$ cat src/rtl/pipe_pkg.sv
// Shared types and constants for the MIPS pipeline registers.
// Holds control-bundle layout, register field positions and reset defaults.
package pipe_pkg;

    localparam int          DEF_ALUOP_W   = 6;
    localparam logic [31:0] DEF_BASE_ADDR = 32'h8002_0000;

    localparam int REG_W  = 5;
    localparam int RS_LSB = 21;
    localparam int RT_LSB = 16;
    localparam int RD_LSB = 11;

    typedef struct packed {
        logic                   br;
        logic                   jp;
        logic                   aluinb;
        logic [DEF_ALUOP_W-1:0] aluop;
        logic                   dmwe;
        logic                   rwe;
        logic                   rdst;
        logic                   rwd;
    } dx_ctrl_t;

    function automatic dx_ctrl_t bubble_ctrl();
        dx_ctrl_t c;
        c = '0;
        return c;
    endfunction

endpackage

$ cat src/rtl/hazard_unit.sv
// Combinational load-use hazard detector between the X and D slots.
// Only elaborated when DX_LOADUSE_HAZARD_EN is defined.
`ifdef DX_LOADUSE_HAZARD_EN
module hazard_unit
    import pipe_pkg::*;
(
    input  logic             x_valid,
    input  logic             x_rwe,
    input  logic             x_rwd,
    input  logic             x_rdst,
    input  logic [REG_W-1:0] x_rt,
    input  logic [REG_W-1:0] x_rd,
    input  logic             d_valid,
    input  logic [REG_W-1:0] d_rs,
    input  logic [REG_W-1:0] d_rt,
    output logic             hz
);

    logic [REG_W-1:0] x_dst;

    // A load in X whose destination is read by D must be separated by one bubble.
    always_comb begin
        x_dst = x_rdst ? x_rd : x_rt;
        hz    = x_valid && x_rwe && x_rwd && (x_dst != '0) && d_valid &&
                ((x_dst == d_rs) || (x_dst == d_rt));
    end

endmodule
`endif

$ cat src/rtl/dx_pipe_stage.sv
// Decode-to-execute pipeline register with stall, flush and load-use bubbles.
// Hazard detection and its bubble counter exist only with DX_LOADUSE_HAZARD_EN.
module dx_pipe_stage
    import pipe_pkg::*;
#(
    parameter int                ADDR_W    = 32,
    parameter logic [ADDR_W-1:0] BASE_ADDR = DEF_BASE_ADDR,
    parameter int                DATA_W    = 32,
    parameter int                ALUOP_W   = DEF_ALUOP_W,
    parameter int                CNT_W     = 16
)(
    input  logic               clock,
    input  logic               reset_n,
    input  logic               stall_in,
    input  logic               flush_in,
    input  logic               d_valid,
    input  logic [ADDR_W-1:0]  d_pc,
    input  logic [31:0]        d_insn,
    input  logic [DATA_W-1:0]  d_ra,
    input  logic [DATA_W-1:0]  d_rb,
    input  logic               d_br,
    input  logic               d_jp,
    input  logic               d_aluinb,
    input  logic [ALUOP_W-1:0] d_aluop,
    input  logic               d_dmwe,
    input  logic               d_rwe,
    input  logic               d_rdst,
    input  logic               d_rwd,
    output logic               x_valid,
    output logic [ADDR_W-1:0]  x_pc,
    output logic [31:0]        x_insn,
    output logic [DATA_W-1:0]  x_ra,
    output logic [DATA_W-1:0]  x_rb,
    output logic               x_br,
    output logic               x_jp,
    output logic               x_aluinb,
    output logic [ALUOP_W-1:0] x_aluop,
    output logic               x_dmwe,
    output logic               x_rwe,
    output logic               x_rdst,
    output logic               x_rwd,
    output logic               fd_stall,
    output logic [CNT_W-1:0]   hazard_cnt
);

    dx_ctrl_t d_ctrl;
    dx_ctrl_t x_ctrl_q;
    logic     hz;
    logic     take_bubble;

    assign d_ctrl = '{br: d_br, jp: d_jp, aluinb: d_aluinb, aluop: d_aluop,
                      dmwe: d_dmwe, rwe: d_rwe, rdst: d_rdst, rwd: d_rwd};

`ifdef DX_LOADUSE_HAZARD_EN
    hazard_unit u_hazard_unit (
        .x_valid (x_valid),
        .x_rwe   (x_ctrl_q.rwe),
        .x_rwd   (x_ctrl_q.rwd),
        .x_rdst  (x_ctrl_q.rdst),
        .x_rt    (x_insn[RT_LSB +: REG_W]),
        .x_rd    (x_insn[RD_LSB +: REG_W]),
        .d_valid (d_valid),
        .d_rs    (d_insn[RS_LSB +: REG_W]),
        .d_rt    (d_insn[RT_LSB +: REG_W]),
        .hz      (hz)
    );

    logic [CNT_W-1:0] hazard_cnt_q;

    // Only bubbles that actually came from a hazard count; flush or stall suppress it.
    always_ff @(posedge clock or negedge reset_n) begin
        if (!reset_n) begin
            hazard_cnt_q <= '0;
        end else if (!flush_in && !stall_in && hz && (hazard_cnt_q != '1)) begin
            hazard_cnt_q <= hazard_cnt_q + 1'b1;
        end
    end

    assign hazard_cnt = hazard_cnt_q;
`else
    assign hz         = 1'b0;
    assign hazard_cnt = '0;
`endif

    assign take_bubble = flush_in || (!stall_in && hz);
    assign fd_stall    = stall_in || (hz && !flush_in);

    // A bubble keeps the PC so the slot still reports where it sits in the stream.
    always_ff @(posedge clock or negedge reset_n) begin
        if (!reset_n) begin
            x_valid  <= 1'b0;
            x_pc     <= BASE_ADDR;
            x_insn   <= '0;
            x_ra     <= '0;
            x_rb     <= '0;
            x_ctrl_q <= bubble_ctrl();
        end else if (take_bubble) begin
            x_valid  <= 1'b0;
            x_insn   <= '0;
            x_ra     <= '0;
            x_rb     <= '0;
            x_ctrl_q <= bubble_ctrl();
        end else if (!stall_in) begin
            x_valid  <= d_valid;
            x_pc     <= d_pc;
            x_insn   <= d_insn;
            x_ra     <= d_ra;
            x_rb     <= d_rb;
            x_ctrl_q <= d_ctrl;
        end
    end

    assign x_br     = x_ctrl_q.br;
    assign x_jp     = x_ctrl_q.jp;
    assign x_aluinb = x_ctrl_q.aluinb;
    assign x_aluop  = x_ctrl_q.aluop;
    assign x_dmwe   = x_ctrl_q.dmwe;
    assign x_rwe    = x_ctrl_q.rwe;
    assign x_rdst   = x_ctrl_q.rdst;
    assign x_rwd    = x_ctrl_q.rwd;

endmodule

$ cat config.mk
export PLATFORM = sky130hd
export DESIGN_NAME = dx_pipe_stage
export DESIGN_NICKNAME = d
export VERILOG_FILES = /design/src/rtl/pipe_pkg.sv /design/src/rtl/hazard_unit.sv /design/src/rtl/dx_pipe_stage.sv
export SDC_FILE = /design/constraint.sdc
export NUM_CORES = 1
export LEC_CHECK = 0
export CAP_MARGIN = 15
export CORE_ASPECT_RATIO = 1.1
export CORE_MARGIN = 3
export CORE_UTILIZATION = 30
export DETAILED_ROUTE_END_ITERATION = 10
export GPL_TIMING_DRIVEN = 1
export SETUP_SLACK_MARGIN = 0.05
export SLEW_MARGIN = 20
export SYNTH_ARGS = -nofsm -noshare
export SYNTH_HDL_FRONTEND = slang
export SYNTH_SLANG_ARGS = --single-unit
$ cat constraint.sdc
create_clock -name clock -period 1 [get_ports clock]
set_input_delay 0.2 -clock clock [delete_from_list [all_inputs] [get_ports clock]]
set_output_delay 0.2 -clock clock [all_outputs]
set_load 0.005 [all_outputs]
==> results by group, run 1 <==
Outcome
  • Status: complete, but fails checks
  • Failing checks: setup timing

Run
  • Max-cap violations: 0

Global routing
  • Number of global-route vias before repair: 4697
  • Pin count of the biggest net entering global routing: 63
  • First-pass GRT wire length: roughly 26000 um
  • Initial antenna violation count: 0
  • Overall routing resource usage: 15.2%
  • Grt ovf: 0

Yosys
  • Synth Instances: 441
  • Syn_area_per_cell: 13.4 um2
  • Mapped Area: 0.00589 mm2
  • Cell variety after synth: 14
  • Seq/Total Area, Yosys: between 60 and 70%
  • Synth warnings: 0
  • Flop and latch count out of synthesis: 142
  • Top cell type's share of synthesized area: 59.5%
  • Synth top area cells: dfrtp_1 (59%), mux2i_1 (19%), nor2_1 (7.0%), mux2_1 (5.7%), buf_12 (3.7%)
  • Synth area leader: dfrtp_1

Die
  • IO Pins: 305
  • Number of core rows: 53
  • Die height: 153 um
  • Die ar.: 0.0214 mm2
  • Die W: 140 um
  • Core box area: about 0.019 mm2
  • Initial Utilization: 30.7%

Placed design
  • Dpl ws: -0.205 ns
  • Sum of net half-perimeters after detailed placement: 12200 um
  • GPL Wtd Cong: ~0.77
  • PortBufs: 288

Worst setup path
  • Top fanout value on the critical path: 2
  • CP Capture Type: primary output
  • Top delay family on crit path: flip-flops
  • Worst Path Required: 0.80 ns
  • Max incr delay on CP: 0.53 ns
  • Reg2Reg Depth: 3
  • FF-to-FF End: x_pc[2]
  • Critical Path AT: 1.04 ns
  • CP bufs+invs: 1
  • Startpoint types: register
  • Setup CP Type: register to primary output
  • Crit-path slowest cell: dfstp_2
  • Worst r2r src: x_pc[2]
  • CP cell instances: buf_2
  • R2r setup slk: 0 ns

Clock network
  • CTS tree: built
  • Worst-skew pair later-pin latency: 0.40 ns
  • CTS Buf Count: 17
  • CTS clk-pin slew, worst paths: 0.06 ns
  • CTS HTree Levels: 4
  • Sink Count: 142
  • Clk root buf: clkbuf_16
  • Clock Tree Buf Depth: 2

Finish
  • Most common cell after layout, fill and taps aside: clkdlybuf4s50_1
  • Most frequent cells in the layout: clkdlybuf4s50_1 (142), buf_2 (141), dfrtp_1 (140)
  • Layout area overhead: 56.0%
  • Antenna Cells: 0
  • Nets@finish: 920
  • # fillers: roughly 1800
  • Fraction of layout cells with a size suffix above 1: a little under a third

STA
  • Final Setup Violations: between 100 and 150
  • RSZ-0062 raised after global routing: true
  • Period Utilization, post-route: 124%
  • Fin. Hold Viols: 0
  • Max Freq: 808 MHz
  • Setup tns final: -16.01 ns
  • WHS: 0.143 ns
  • Period minus WS final: 1.24 ns
  • Worst setup margin: -0.237 ns
  • Skew final: 0 ns
  • Slew Limit Fails: 0

Drt
  • Antenna-violating nets left: 0
  • DRC violation count after routing: 0
  • M1 WL: 6370 um
  • Post-Route WL: 16500 um
  • Vias/cell: 4.29
  • WL/cell: 16.0 um
  • Vias: 4435
  • Top layer in use: met4
  • DR pass1 iterations: 4
  • Iter 0 DRT Violations: around 150
  • Met2 WL: 8250 um
  • Met3 WL post-DR: between 1000 and 1500 um

Pwr
  • Worst-case vdd ir drop: 0.00102 V
  • Power per cell area: approximately 1700 mW/mm2
  • Leak Pwr: 0.00477 uW

Min path
  • Hold Path End: x_insn[9]
  • Worst Hold Class: input port to register
  • Hold depth: 3
  • Hold path start: stall_in
## sequential cells by signal, summed over array words and instances, names as in the netlist, 6 cells and up
register and flops:
x_aluop 6, x_insn 32, x_pc 32, x_ra 32, x_rb 32
## cells by family (layout without fill, tap and decap cells)
| group | Yosys count | in the layout | synth area share (%) |
|---|---|---|---|
| buf+inv | 45 | 376 | 7.54 |
| flops | 142 | 142 | 60.4 |
| mux | 142 | 142 | 24.8 |
| other cells | 1 | 16 | 0.0637 |
| simple gates | 111 | 111 | 7.20 |
## Yosys cell counts
master and n:
buf_1 2, buf_12 11, buf_2 2, buf_4 19, buf_6 3, clkbuf_1 8
conb_1 1, dfrtp_1 140, dfstp_2 2, mux2_1 30, mux2_2 2, mux2i_1 110
nor2_1 110, nor2_4 1
## routing by layer
layer  vias to the layer above  global-route usage [%]
li1                       2094                       -
met1                      2119                    17.4
met2                       195                    25.1
met3                        27                    6.07
met4                         0                    6.41
met5                         -                       0
## cell type report
type | count | area [um2] | area share, %
tap | 247 | 309 | 3.36
multi-input combinational | 269 | 1960 | 21.3
clock buffer | 18 | 439 | 4.78
clock inverter | 14 | 191 | 2.08
sequential | 142 | 3560 | 38.7
timing repair buffer | 344 | 2730 | 29.7
## timing repair
action	in CTS	in global routing
setup endpoints to repair	143	144
hold buffers	1	0
gates resized for setup	570	3
buffers inserted	18	17
pin swaps	0	3
endpoints found under the hold margin	141	0
## where the power goes
| part | total [uW] | switching (uW) | internal [uW] |
|---|---|---|---|
| clock network | 6700 | 2460 | 4240 |
| logic | 2330 | 938 | 1390 |
| registers | 6420 | 221 | 6200 |
## worst max-delay path by stage
| stage | startpoint | cells past startpoint | end |
|---|---|---|---|
| after floorplan | stall_in | 4 | x_pc[0] |
| after global placement | x_pc[17] | 1 | x_pc[17] |
| after detailed placement | x_pc[31] | 1 | x_pc[31] |
| after CTS | x_pc[17] | 1 | x_pc[17] |
| after global routing | x_pc[17] | 1 | x_pc[17] |
| final | x_pc[17] | 1 | x_pc[17] |
## metrics by stage
stage / instance area [um2] / instances / utilization (%) / power (uW)
final: 9190 / 1034 / 47.9 / 15400
after global routing: 9190 / 1034 / 47.9 / 16200
after CTS: 9070 / 1020 / 47.3 / 15700
after detailed placement: 9000 / 969 / 47.0 / 9200
after global placement: 9000 / 969 / 47.0 / 9150
after floorplan: 5960 / 456 / - / 7430
No activity file was read; power rests on OpenSTA's default activity.
==> run 2, diff against run 1 <==
Settings changed: ABC_AREA set to 0.
==> results of run 2 <==
The final DEF is identical to that of run 1; final timing and power are the same.
